File: src/rtl/tt_islam_ihfaz_logic_pkg.sv
// Shared encodings for the logic-sequencer tile: op codes, FSM states, output widths.
package tt_islam_ihfaz_logic_pkg;

    localparam int SIG_W = 8;
    localparam logic [7:0] UIO_OE_MASK = 8'hF8;

    localparam logic [2:0] OP_NAND  = 3'd0;
    localparam logic [2:0] OP_AND   = 3'd1;
    localparam logic [2:0] OP_NOR   = 3'd2;
    localparam logic [2:0] OP_OR    = 3'd3;
    localparam logic [2:0] OP_XOR   = 3'd4;
    localparam logic [2:0] OP_XNOR  = 3'd5;
    localparam logic [2:0] OP_NOTA  = 3'd6;
    localparam logic [2:0] OP_PASSA = 3'd7;

    typedef enum logic [1:0] {
        ST_IDLE  = 2'd0,
        ST_SWEEP = 2'd1,
        ST_DONE  = 2'd2
    } state_t;

    function automatic logic [SIG_W-1:0] rotl1(input logic [SIG_W-1:0] v);
        return {v[SIG_W-2:0], v[SIG_W-1]};
    endfunction

endpackage

File: src/rtl/tt_islam_ihfaz_logic_seq_if.sv
// Tiny Tapeout pin bundle; master drives the pads, slave is the tile.
// Handshake: none -- strobes on ui_in[6]/ui_in[7] are rising-edge events, results are level outputs.
interface tt_islam_ihfaz_logic_seq_if;
    logic       ena;
    logic [7:0] ui_in;
    logic [7:0] uio_in;
    logic [7:0] uo_out;
    logic [7:0] uio_out;
    logic [7:0] uio_oe;

    modport master (output ena, ui_in, uio_in, input uo_out, uio_out, uio_oe);
    modport slave  (input ena, ui_in, uio_in, output uo_out, uio_out, uio_oe);
endinterface

File: src/rtl/tt_islam_ihfaz_logic_alu.sv
// Combinational WIDTH-bit bitwise logic unit selecting one of eight operations.
module tt_islam_ihfaz_logic_alu
    import tt_islam_ihfaz_logic_pkg::*;
#(
    parameter int WIDTH = 3
) (
    input  logic [2:0]       op,
    input  logic [WIDTH-1:0] a,
    input  logic [WIDTH-1:0] b,
    output logic [WIDTH-1:0] y
);
    always_comb begin
        y = a;
        case (op)
            OP_NAND: y = ~(a & b);
            OP_AND:  y = a & b;
            OP_NOR:  y = ~(a | b);
            OP_OR:   y = a | b;
            OP_XOR:  y = a ^ b;
            OP_XNOR: y = ~(a ^ b);
            OP_NOTA: y = ~a;
            default: y = a;
        endcase
    end
endmodule

File: src/rtl/tt_islam_ihfaz_logic_seq.sv
// Logic unit with load-captured result and an autonomous truth-table sweep signature.
// Optional input synchroniser: define TT_ISLAM_IHFAZ_INSYNC_EN.
module tt_islam_ihfaz_logic_seq
    import tt_islam_ihfaz_logic_pkg::*;
#(
    parameter int WIDTH = 3
) (
    input logic                      clk,
    input logic                      rst_n,
    tt_islam_ihfaz_logic_seq_if.slave bus
);
    localparam int IDX_W = 2 * WIDTH;
    localparam logic [IDX_W-1:0] IDX_LAST = {IDX_W{1'b1}};

    logic [7:0] ui_s;
    logic [2:0] op_s;

`ifdef TT_ISLAM_IHFAZ_INSYNC_EN
    logic [10:0] sync_a, sync_b;
    always_ff @(posedge clk) begin
        if (!rst_n) begin
            sync_a <= '0;
            sync_b <= '0;
        end else begin
            sync_a <= {bus.uio_in[2:0], bus.ui_in};
            sync_b <= sync_a;
        end
    end
    assign {op_s, ui_s} = sync_b;
`else
    assign ui_s = bus.ui_in;
    assign op_s = bus.uio_in[2:0];
`endif

    logic unused_bits;
    assign unused_bits = &{1'b0, bus.ena, bus.uio_in[7:3], ui_s};

    // History follows the pin even while reset is held, so a strobe already
    // high at reset release is not mistaken for a fresh edge.
    logic load_prev, sweep_prev;
    always_ff @(posedge clk) begin
        load_prev  <= ui_s[6];
        sweep_prev <= ui_s[7];
    end

    logic load_edge, sweep_edge;
    assign load_edge  = ui_s[6] & ~load_prev;
    assign sweep_edge = ui_s[7] & ~sweep_prev;

    state_t            state, state_next;
    logic              busy, done, sweeping;
    logic [IDX_W-1:0]  idx;
    logic [2:0]        op_q;
    logic [WIDTH-1:0]  result;
    logic [SIG_W-1:0]  signature;

    logic [2:0]        alu_op;
    logic [WIDTH-1:0]  alu_a, alu_b, alu_y;

    assign sweeping = (state == ST_SWEEP);
    assign alu_op   = sweeping ? op_q : op_s;
    assign alu_a    = sweeping ? idx[WIDTH-1:0] : ui_s[WIDTH-1:0];
    assign alu_b    = sweeping ? idx[IDX_W-1:WIDTH] : ui_s[WIDTH+2:3];

    tt_islam_ihfaz_logic_alu #(.WIDTH(WIDTH)) u_alu (
        .op (alu_op),
        .a  (alu_a),
        .b  (alu_b),
        .y  (alu_y)
    );

    always_ff @(posedge clk) begin
        if (!rst_n) state <= ST_IDLE;
        else        state <= state_next;
    end

    always_comb begin
        state_next = state;
        case (state)
            ST_IDLE:  if (sweep_edge) state_next = ST_SWEEP;
            ST_SWEEP: if (idx == IDX_LAST) state_next = ST_DONE;
            ST_DONE: begin
                if (sweep_edge)     state_next = ST_SWEEP;
                else if (load_edge) state_next = ST_IDLE;
            end
            default:  state_next = ST_IDLE;
        endcase
    end

    always_comb begin
        busy = (state == ST_SWEEP);
        done = (state == ST_DONE);
        bus.uo_out  = done ? signature : {{(8 - WIDTH){1'b0}}, result};
        bus.uio_out = {busy, done, op_q, 3'b000};
        bus.uio_oe  = UIO_OE_MASK;
    end

    // Sweep takes priority over a coincident load edge.
    always_ff @(posedge clk) begin
        if (!rst_n) begin
            result    <= '0;
            signature <= '0;
            idx       <= '0;
            op_q      <= '0;
        end else if (sweeping) begin
            signature <= rotl1(signature) ^ {{(SIG_W - WIDTH){1'b0}}, alu_y};
            result    <= alu_y;
            idx       <= idx + 1'b1;
        end else if (sweep_edge) begin
            op_q      <= op_s;
            idx       <= '0;
            signature <= '0;
        end else if (load_edge) begin
            op_q      <= op_s;
            result    <= alu_y;
        end
    end
endmodule

File: src/flat_wrapper.sv
// flat-port wrapper written by rule: the top's interface ports become plain ports
module tt_islam_ihfaz_logic_seq_flat import tt_islam_ihfaz_logic_pkg::*;
#(
    parameter int WIDTH = 3
)
  (clk, rst_n, bus_ena, bus_ui_in, bus_uio_in, bus_uo_out, bus_uio_out, bus_uio_oe);
  tt_islam_ihfaz_logic_seq_if bus_i ();
  input logic clk;
  input logic rst_n;
  input wire logic [$bits(bus_i.ena)-1:0] bus_ena;
  input wire logic [$bits(bus_i.ui_in)-1:0] bus_ui_in;
  input wire logic [$bits(bus_i.uio_in)-1:0] bus_uio_in;
  output wire logic [$bits(bus_i.uo_out)-1:0] bus_uo_out;
  output wire logic [$bits(bus_i.uio_out)-1:0] bus_uio_out;
  output wire logic [$bits(bus_i.uio_oe)-1:0] bus_uio_oe;
  assign bus_i.ena = bus_ena;
  assign bus_i.ui_in = bus_ui_in;
  assign bus_i.uio_in = bus_uio_in;
  assign bus_uo_out = bus_i.uo_out;
  assign bus_uio_out = bus_i.uio_out;
  assign bus_uio_oe = bus_i.uio_oe;
  tt_islam_ihfaz_logic_seq #(.WIDTH(WIDTH)) u_core (.clk(clk), .rst_n(rst_n), .bus(bus_i));
endmodule
File: config.mk
export PLATFORM = sky130hd
export DESIGN_NAME = tt_islam_ihfaz_logic_seq_flat
export DESIGN_NICKNAME = d
export VERILOG_FILES = /design/src/rtl/tt_islam_ihfaz_logic_pkg.sv /design/src/rtl/tt_islam_ihfaz_logic_seq_if.sv /design/src/rtl/tt_islam_ihfaz_logic_alu.sv /design/src/rtl/tt_islam_ihfaz_logic_seq.sv /design/src/flat_wrapper.sv
export SDC_FILE = /design/constraint.sdc
export NUM_CORES = 1
export LEC_CHECK = 0
export BUFFER_PORTS_ARGS = -buffer_cell sky130_fd_sc_hd__buf_2
export CAP_MARGIN = 15
export CORE_MARGIN = 4
export CORE_UTILIZATION = 42
export CTS_CLUSTER_DIAMETER = 40
export DETAILED_ROUTE_END_ITERATION = 12
export PLACE_DENSITY_LB_ADDON = 0.08
export SETUP_SLACK_MARGIN = 0.15
export SYNTH_ARGS = -nofsm -noshare
export SYNTH_HDL_FRONTEND = slang
export SYNTH_SLANG_ARGS = --single-unit
export TNS_END_PERCENT = 100
File: constraint.sdc
create_clock -name clk -period 2.85 [get_ports clk]
set_input_delay 0.1425 -clock clk [delete_from_list [all_inputs] [get_ports clk]]
set_output_delay 0.1425 -clock clk [all_outputs]
set_load 0.05 [all_outputs]
== Yosys cells after proc, flatten, opt, wreduce, memory -nomap -nowiden ==
Cells that the tools add are included.

* Input bits: 19
* Flip-flop bits (word level): 24
* Output and inout bits: 24

* Reduce and logical (&&, ||, !) cells: 8
* Add/subtract/negate cells: 1
* Bitwise operators: 13
* Muxes and demuxes: 19
* Eq/ne operators: 13

{| class="wikitable"
|+ Operator list
! kind !! count
|-
| 3-bit two-way mux || 8
|-
| 8-bit two-way mux || 3
|-
| 3-bit case mux with 7 select lines || 1
|-
| 6-bit two-way mux || 2
|-
| 3-bit inverter || 4
|-
| 3-bit == test, second input constant || 3
|-
| 2-bit two-way mux || 4
|-
| 8-bit by 3-bit bitwise XOR with 8-bit output || 1
|-
| 6-bit by 1-bit adder with 6-bit output, second input constant || 1
|-
| 3-bit by 2-bit == test with 1-bit output, second input constant || 2
|-
| 6-bit == test, second input constant || 1
|-
| 2-bit case mux with 3 select lines || 1
|-
| 2-bit nonzero test || 3
|-
| 2-bit inequality test, second input constant || 2
|-
| 2-bit AND reduction || 2
|-
| 3-bit AND || 1
|-
| 3-bit by 1-bit == test with 1-bit output, second input constant || 1
|-
| 3-bit zero test || 1
|-
| 3-bit by 1-bit inequality test with 1-bit output, second input constant || 1
|-
| 1-bit inverter || 3
|-
| 3-bit OR || 1
|-
| 3-bit AND reduction || 1
|-
| 3-bit bitwise XOR || 1
|-
| 1-bit AND || 2
|-
| 4 further kinds || 4
|}

== Logic depth before layout (Yosys ltp) ==
Gate-level depths: netlist of run 1.

* Depth in word-level cells: 8
* Gate-level depth with buffers: 15

== By module ==
A second synthesis of run 1 with hierarchy kept.

* Cell total of the unflattened synthesis: 175
* Area, all modules: 1571.5 µm²

{| class="wikitable"
|+ Modules (own cells, without submodules)
! module !! area each (µm²) !! cells each !! sequential area each (µm²) !! instances
|-
| tt_islam_ihfaz_logic_seq || 1357.6 || 151 || 480.5 || 1
|-
| tt_islam_ihfaz_logic_alu || 214.0 || 24 || 0.0 || 1
|}

== Worst setup path before layout of run 1 ==
Ideal clock, no wire load.

* Kind: flip-flop to flip-flop
* Start point: reg u_core.state[1]
* End point: reg u_core.signature[0]
* Clock period less this slack: 2722 ps
* Arrival: 2602 ps
* Path slack: 128 ps
* Setup time: 120 ps
* Cell stages (with the launch flop): 15
* Cells stage by stage: dfxtp_1 > nand2b_1 > buf_6 > inv_2 > clkbuf_1 > clkbuf_1 > nand2_1 > nand2_1 > inv_1 > ha_1 > o21ai_1 > xnor2_1 > a221oi_2 > mux2i_1 > or2_1

* Word-level cells in the longest chain between the ends: 7

{| class="wikitable"
|+ RTL lines
! element !! RTL line !! text
|-
| start, declared || tt_islam_ihfaz_logic_seq.sv:50 || <nowiki>state_t state, state_next;</nowiki>
|-
| start signal, assigned || tt_islam_ihfaz_logic_seq.sv:74 || <nowiki>else state <= state_next;</nowiki>
|-
| 2-bit by 1-bit == test with 1-bit output (*) || n/a ||
|-
| net u_core.busy || tt_islam_ihfaz_logic_seq.sv:51 || <nowiki>logic busy, done, sweeping;</nowiki>
|-
| 3-bit two-way mux, on equally long branches || tt_islam_ihfaz_logic_seq.sv:62, tt_islam_ihfaz_logic_seq.sv:63 ||
|-
| 3-bit bitwise XOR (tied with other cells) || tt_islam_ihfaz_logic_alu.sv:19, tt_islam_ihfaz_logic_alu.sv:20 ||
|-
| 3-bit inverter, on equally long branches || tt_islam_ihfaz_logic_alu.sv:20, tt_islam_ihfaz_logic_alu.sv:15, tt_islam_ihfaz_logic_alu.sv:17 ||
|-
| 3-bit case mux with 7 select lines || tt_islam_ihfaz_logic_alu.sv:14 || <nowiki>case (op)</nowiki>
|-
| 8-bit by 3-bit bitwise XOR with 8-bit output || tt_islam_ihfaz_logic_seq.sv:106 || <nowiki>signature <= rotl1(signature) ^ {{(SIG_W - WIDTH){1'b0}}, alu_y};</nowiki>
|-
| 8-bit two-way mux || tt_islam_ihfaz_logic_seq.sv:105 || <nowiki>end else if (sweeping) begin</nowiki>
|-
| end signal, assigned || tt_islam_ihfaz_logic_seq.sv:106 ||
|-
| end, declared || tt_islam_ihfaz_logic_seq.sv:55 || <nowiki>logic [SIG_W-1:0] signature;</nowiki>
|}

Mark *: on every way through the listed nets, which the timed path passes. The rest lies on a longest branch.
A chain may end at the register's enable or synchronous reset.

== Worst setup path after layout of run 1 ==
* Start point: reg u_core.state[1]
* End point: reg u_core.signature[2]

* Word-level cells in the longest chain between the ends: 7

{| class="wikitable"
|+ RTL lines
! element !! RTL line !! text
|-
| 2-bit by 1-bit == test with 1-bit output (*) || tt_islam_ihfaz_logic_seq.sv:60 || <nowiki>assign sweeping = (state == ST_SWEEP);</nowiki>
|-
| 3-bit two-way mux, on equally long branches || tt_islam_ihfaz_logic_seq.sv:62, tt_islam_ihfaz_logic_seq.sv:63 ||
|-
| 3-bit bitwise XOR (tied with other cells) || tt_islam_ihfaz_logic_alu.sv:19, tt_islam_ihfaz_logic_alu.sv:20 ||
|-
| 3-bit inverter, on equally long branches || tt_islam_ihfaz_logic_alu.sv:20, tt_islam_ihfaz_logic_alu.sv:15, tt_islam_ihfaz_logic_alu.sv:17 ||
|-
| 3-bit case mux with 7 select lines || tt_islam_ihfaz_logic_alu.sv:14 ||
|-
| 8-bit by 3-bit bitwise XOR with 8-bit output || tt_islam_ihfaz_logic_seq.sv:106 ||
|-
| 8-bit two-way mux || tt_islam_ihfaz_logic_seq.sv:105 ||
|}

Mark *: on every way between the ends. The rest lies on a longest branch, timed or not.

==> qor.csv, run 1 <==
stage;metric;value;unit
logic_synthesis;portion of synthesized cell area occupied by the leading cell type;27.6;%
setup_path;type of origin of the critical path;flop;
sta;Final Skew;0.00237;ns
run;max_cap viols;0;
setup_path;Data required, critical path;2.99;ns
sta;measured slew at the worst slew-check pin;0.750;ns
global_route;overflow left after global routing;0;
logic_synthesis;most instantiated flip-flop cell in the synthesis netlist;sky130_fd_sc_hd__dfxtp_1;
route;antenna-violating nets left;0;
setup_path;crit path kind;reg2reg;
clock_tree;number of buffers added for setup after CTS;0;
setup_path;crit path capture type;flop;
logic_synthesis;Post-Synthesis Mean Instance Area;8.09;µm²
final_layout;fraction of final layout cells sized beyond drive strength 1;17.8;%
setup_path;arrival time worst endpoint;2.62;ns
global_route;wire length of the first global-routing pass;6620;µm
clock_tree;TritonCTS clock tree;yes;
route;total DRC errors in the routed layout;0;
sta;Fin Hold WS;0.239;ns
sta;accumulated negative setup slack;0;ns
logic_synthesis;portion of the post-synthesis area used by sequential elements;27.6;%
final_layout;fill cell instance count of the final layout;406;
sta;unrepaired setup endpoints after global routing;no;
sta;final critical-path share of the clock period;87.0;%
final_layout;count of nets after finishing;263;
die;width of the die;72.4;µm
placed_design;pre-CTS setup slack;0.249;ns
die;die height;72.4;µm
sta;final setup violation count;0;
hold_path;Hold WC Path Type;in2reg;
route;First DRT Iteration DRCs;96;
sta;post-route minimum period;2.48;ns
die;Die Footprint;5230;µm²
setup_path;maximum fanout count along the critical path;13;
logic_synthesis;Yosys top cell by area;sky130_fd_sc_hd__dfxtp_1;
clock_tree;clock slew seen by the registers of the worst setup and hold paths;0.08;ns
power_and_ir_drop;peak supply drop;0.000202;V
placed_design;routability congestion estimate;0.907;
logic_synthesis;number of synthesized flops with an enable pin;0;
logic_synthesis;Ys Warns;0;
logic_synthesis;synth top area cells;sky130_fd_sc_hd__dfxtp_1 (28%), sky130_fd_sc_hd__mux2i_1 (6.9%), sky130_fd_sc_hd__buf_4 (5.6%);
global_route;gr usage total;15.7;%
clock_tree;Clock Latency Late Sink;0.27;ns
final_layout;Non-Filler Instances;286;
clock_tree;maximum clock insertion buffer count;2;
die;floorplan core area;4000;µm²
outcome;status;complete, no violations;
logic_synthesis;post-synthesis register bit count;24;
die;initial core utilization;43.5;%
sta;highest clock rate;403;MHz
sta;Hold Violations, Final;0;
placed_design;sum of net half-perimeters after detailed placement;3000;µm
sta;Max transition margin;49.9;%
die;number of top-level pins;43;
clock_tree;H-tree levels;1;
logic_synthesis;synthesized instance count;215;
placed_design;count of port buffers added during placement;25;
route;routed length per placed instance;13.8;µm
final_layout;count of antenna diodes in the layout;0;
clock_tree;number of CTS-inserted buffers;3;
global_route;number of antenna violations at the first check in global routing;0;
die;row cnt;23;
global_route;via count of the first global-routing pass;1444;
clock_tree;TritonCTS Sinks;24;
logic_synthesis;FFs w/ async S/R, synth;0;%
final_layout;multi-input combinational cell area;1110;µm²
placed_design;cell count after placement;280;
final_layout;Seq. cell area;480;µm²
power_and_ir_drop;Power per Cell Area;445;nW/µm²
sta;number of max-slew violations in the final report;0;
route;Vias/cell;5.17;
logic_synthesis;Syn Std Cell Area;1740;µm²
route;router iterations before antenna repair;4;
clock_tree;buffer type at the clock tree root;sky130_fd_sc_hd__clkbuf_8;
global_route;largest net degree at the start of global routing;28;
final_layout;relative area change from synthesis to final layout;10.9;%
sta;PnR worst setup slack;0.370;ns
logic_synthesis;count of distinct cell types in the synthesized netlist;47;
route;via count of the routed design;1478;
route;sum of routed wire length over all layers;3960;µm
power_and_ir_drop;leak pwr;0.893;nW
[stage by stage]
stage | instance area [µm²] | power [mW] | utilization, %
floorplan | 1770 | 0.590 | -
global placement | 1850 | 0.626 | 46.3
detailed placement | 1850 | 0.632 | 46.3
CTS | 1930 | 0.869 | 48.1
global route | 1930 | 0.908 | 48.2
finish | 1930 | 0.857 | 48.2
[report_power, final]
| group | switching [mW] | leakage (nW) | internal, mW |
|---|---|---|---|
| clock | 0.107 | 0.0288 | 0.123 |
| combinational | 0.168 | 0.668 | 0.0942 |
| sequential | 0.0153 | 0.196 | 0.349 |
| total | 0.290 | 0.893 | 0.567 |
[cells in the final DEF, fill, tap and decap left out, drive strengths merged, types with 4 or more instances in the layout]
master	synthesis	routed
nand3	8	8
a22oi	6	6
o21ai	14	14
nor2	12	12
nor2b	14	14
dfxtp	24	24
conb	2	11
clkbuf	7	4
xnor2	4	4
nand2	21	21
inv	9	9
nand2b	4	4
a21oi	4	4
and2	9	9
mux2i	13	13
a21boi	5	5
ha	7	7
buf	17	30
[registers in the layout (all words and copies together), names as in the netlist]
| name | count |
|---|---|
| u_core.signature | 8 |
| u_core.idx | 6 |
| u_core.op_q | 3 |
| u_core.result | 3 |
| u_core.state | 2 |
| u_core.load_prev | 1 |
| u_core.sweep_prev | 1 |
[routing by layer]
layer  vias up  global-route usage, %  part of all wire [%]
met5         -                      0                     0
met4         0                   5.85                   1.0
met3         4                   2.22                   4.2
met2        35                   25.2                    50
met1       673                   21.3                    45
li1        766                      -                     -
[cells in the mapped netlist (all sizes together), types with 6 or more instances]
cell type  instances
dfxtp             24
nand2             21
buf               17
nor2b             14
o21ai             14
mux2i             13
nor2              12
and2               9
inv                9
nand3              8
clkbuf             7
ha                 7
a22oi              6
[repair_timing]
action / CTS / global route
hold buffers: 2 / 0
endpoints found under the setup margin: 0 / 6
hold endpoints to repair: 2 / 0
gates resized for setup: 0 / 1
[critical path, cell delays in order (launching register included)]
cell	delay (ns)
sky130_fd_sc_hd__dfxtp_1	0.34
sky130_fd_sc_hd__nand2b_2	0.30
sky130_fd_sc_hd__inv_2	0.24
sky130_fd_sc_hd__nand2_1	0.08
sky130_fd_sc_hd__nand2_1	0.11
sky130_fd_sc_hd__ha_1	0.21
sky130_fd_sc_hd__xor2_1	0.17
sky130_fd_sc_hd__nor4_1	0.06
sky130_fd_sc_hd__a31oi_1	0.15
sky130_fd_sc_hd__o311ai_0	0.16
sky130_fd_sc_hd__a22o_1	0.31
sky130_fd_sc_hd__nand4b_1	0.11
sky130_fd_sc_hd__o221ai_1	0.11
[final cells by class]
cell class / count / area share [%]
multi-input combinational: 167 / 57.8
timing repair buffer: 32 / 9.47
inverter: 9 / 1.75
tap: 50 / 3.24
clock buffer: 4 / 2.86
sequential: 24 / 24.9
[final timing paths]
kind | slack (ns) | depth (start not counted) | from | end
worst max-delay path | 0.37 | 12 | u_core.state[1]$_SDFFE_PN0P_ | u_core.signature[2]$_SDFFE_PN0P_
worst min-delay path | 0.24 | 3 | bus_uio_in[2] | u_core.op_q[2]$_SDFFE_PN0P_
worst min register to register | 0.45 | 2 | u_core.result[0]$_SDFFE_PN0P_ | u_core.result[0]$_SDFFE_PN0P_
worst max register to register | 0.37 | 12 | u_core.state[1]$_SDFFE_PN0P_ | u_core.signature[2]$_SDFFE_PN0P_
[kinds of logic (layout without fill, tap and decap cells)]
logic type / after synthesis / after routing / synth area share [%]
compound gates: 41 / 41 / 16.8
xor+xnor: 6 / 6 / 3.02
fa+ha+maj: 7 / 7 / 5.04
buf+inv: 33 / 45 / 10.4
flops: 24 / 24 / 27.6
mux: 16 / 16 / 10.1
other cells: 2 / 11 / 0.432
simple gates: 86 / 86 / 26.5
Note: power is estimated with default switching activity, not from simulation.
==> run 2, diff against run 1 <==
- CORE_MARGIN: 4 -> not set
==> qor.csv, run 2 (same netlist as run 1, synthesis figures left out) <==
stage;metric;value;unit
outcome;status;complete, no violations;
clock_tree;number of CTS-inserted buffers;3;
clock_tree;TritonCTS clock tree;yes;
power_and_ir_drop;Net Sw Frac;34.1;%
global_route;wire length of the first global-routing pass;6370;µm
clock_tree;clock slew seen by the registers of the worst setup and hold paths;0.09;ns
setup_path;endpoint of the worst register-to-register path;u_core.signature[0]$_SDFFE_PN0P_;
die;initial core utilization;43.5;%
power_and_ir_drop;leak pwr;0.893;nW
setup_path;cell depth of the worst flop-to-flop path;11;
hold_path;Worst Hold Path Cells;3;
power_and_ir_drop;internal power contribution;567;µW
final_layout;relative area change from synthesis to final layout;10.9;%
clock_tree;number of buffers added for setup after CTS;0;
sta;Final Skew;0.00479;ns
setup_path;startpoint of the lowest-slack register-to-register path;u_core.state[1]$_SDFFE_PN0P_;
power_and_ir_drop;clock network power share;27.1;%
die;die height;66.4;µm
hold_path;Hold Path End;u_core.op_q[1]$_SDFFE_PN0P_;
sta;Max transition margin;48.5;%
die;floorplan core area;4000;µm²
sta;highest clock rate;403;MHz
die;width of the die;66.4;µm
die;Die Footprint;4400;µm²
route;antenna-violating nets left;0;
hold_path;Min-Delay Startpoint;bus_uio_in[1];
final_layout;Top Registers;u_core.signature x8, u_core.idx x6;
final_layout;count of nets after finishing;263;
power_and_ir_drop;Psw;293;µW
final_layout;leading cell types in the layout, fill and taps excluded;sky130_fd_sc_hd__buf_2 (25), sky130_fd_sc_hd__dfxtp_1 (24), sky130_fd_sc_hd__nand2_1 (21), sky130_fd_sc_hd__nor2b_1 (14), sky130_fd_sc_hd__o21ai_0 (13);
sta;number of max-slew violations in the final report;0;
global_route;largest net degree at the start of global routing;28;
setup_path;worst setup slack for register-to-register paths;0.37;ns
final_layout;fraction of final layout cells sized beyond drive strength 1;17.8;%
clock_tree;buffer type at the clock tree root;sky130_fd_sc_hd__clkbuf_8;
hold_path;Hold WC Path Type;in2reg;
setup_path;crit path capture type;flop;
clock_tree;TritonCTS Sinks;24;
route;via count of the routed design;1494;
final_layout;most common cell after layout, fill and taps aside;sky130_fd_sc_hd__buf_2;
route;sum of routed wire length over all layers;3850;µm
placed_design;count of port buffers added during placement;25;
global_route;gr usage total;18.7;%
setup_path;arrival time worst endpoint;2.64;ns
final_layout;count of antenna diodes in the layout;0;
global_route;overflow left after global routing;0;
final_layout;fill cell instance count of the final layout;411;
clock_tree;maximum clock insertion buffer count;2;
route;Vias/cell;5.22;
setup_path;type of origin of the critical path;flop;
final_layout;multi-input combinational cell area;1110;µm²
final_layout;flip-flop count of the largest register after layout;8;
sta;final critical-path share of the clock period;87.0;%
sta;Fin Hold WS;0.239;ns
die;number of top-level pins;43;
sta;unrepaired setup endpoints after global routing;no;
final_layout;Seq. cell area;480;µm²
placed_design;routability congestion estimate;0.817;
route;router iterations before antenna repair;4;
route;First DRT Iteration DRCs;94;
placed_design;sum of net half-perimeters after detailed placement;2870;µm
setup_path;Data required, critical path;3.01;ns
route;routed length per placed instance;13.5;µm
route;total DRC errors in the routed layout;0;
power_and_ir_drop;Power per Cell Area;446;nW/µm²
sta;Hold Violations, Final;0;
final_layout;most flop-heavy register;u_core.signature;
power_and_ir_drop;peak supply drop;0.000245;V
power_and_ir_drop;combinational group share of total power;30.6;%
run;max_cap viols;0;
sta;accumulated negative setup slack;0;ns
setup_path;maximum fanout count along the critical path;9;
sta;post-route minimum period;2.48;ns
setup_path;crit path kind;reg2reg;
clock_tree;Clock Latency Late Sink;0.27;ns
clock_tree;H-tree levels;1;
sta;final setup violation count;0;
global_route;via count of the first global-routing pass;1349;
global_route;number of antenna violations at the first check in global routing;0;
die;row cnt;23;
sta;measured slew at the worst slew-check pin;0.771;ns
power_and_ir_drop;share of total power in sequential cells;42.3;%
==> run 2: power by group through the flow <==
stage	sequential (mW)	clock, mW	combinational [mW]
CTS	0.364	0.242	0.263
global route	0.367	0.252	0.287
finish	0.364	0.233	0.263
floorplan	0.378	0	0.212
global placement	0.371	0	0.255
detailed placement	0.372	0	0.260
==> run 2: worst max-delay path by stage <==
stage,end,from,slack (ns),cells after the start
2_1_floorplan,u_core.signature[0]$_SDFFE_PN0P_,u_core.state[1]$_SDFFE_PN0P_,0.21,14
3_3_place_gp,u_core.signature[0]$_SDFFE_PN0P_,u_core.state[1]$_SDFFE_PN0P_,0.29,11
3_5_place_dp,u_core.signature[0]$_SDFFE_PN0P_,u_core.state[1]$_SDFFE_PN0P_,0.25,11
4_1_cts,u_core.signature[0]$_SDFFE_PN0P_,u_core.state[1]$_SDFFE_PN0P_,0.22,11
5_1_grt,u_core.signature[2]$_SDFFE_PN0P_,u_core.state[1]$_SDFFE_PN0P_,0.18,11
6_report,u_core.signature[0]$_SDFFE_PN0P_,u_core.state[1]$_SDFFE_PN0P_,0.37,11
==> run 2: area by class of cell <==
type                    instances  area share (%)
inverters                       9            1.75
multi-input cells             167            57.8
well taps                      50            3.24
clock buffers                   4            2.86
flip-flops and latches         24            24.9
repair buffers                 32            9.47
==> run 2: through the flow <==
stage / total power [mW] / area (µm²) / cells / utilization [%] / worst slack (ns)
3_3_place_gp: 0.626 / 1850 / 280 / 46.3 / 0.294
6_report: 0.860 / 1930 / 286 / 48.2 / 0.370
4_1_cts: 0.869 / 1930 / 286 / 48.1 / 0.225
3_5_place_dp: 0.632 / 1850 / 280 / 46.3 / 0.246
2_1_floorplan: 0.590 / 1770 / 224 / - / 0.206
5_1_grt: 0.906 / 1930 / 286 / 48.2 / 0.184
==> run 2: repair_timing <==
item / CTS / global route
hold buffers: 2 / 0
resized for setup: 0 / 1
endpoints found under the hold margin: 2 / 0
endpoints found under the setup margin: 0 / 4
==> run 2: routing by layer <==
layer	wire length [µm]	vias up	global-route usage, %	share of wire, %
met5	0	-	0	0
met4	36	0	6.12	0.93
met3	120	4	1.90	3.1
met2	1850	30	30.4	48
met1	1850	697	25.5	48
li1	-	763	-	-
==> run 2: worst max-delay path, stage by stage, from the launching register on <==
cell and delay (ns):
sky130_fd_sc_hd__dfxtp_1 0.37, sky130_fd_sc_hd__nand2b_2 0.27, sky130_fd_sc_hd__buf_4 0.21, sky130_fd_sc_hd__nand2_1 0.06, sky130_fd_sc_hd__nand2_1 0.10, sky130_fd_sc_hd__inv_1 0.05
sky130_fd_sc_hd__ha_1 0.26, sky130_fd_sc_hd__o21ai_1 0.24, sky130_fd_sc_hd__xnor2_1 0.11, sky130_fd_sc_hd__a221oi_2 0.37, sky130_fd_sc_hd__mux2i_1 0.11, sky130_fd_sc_hd__or2_1 0.23
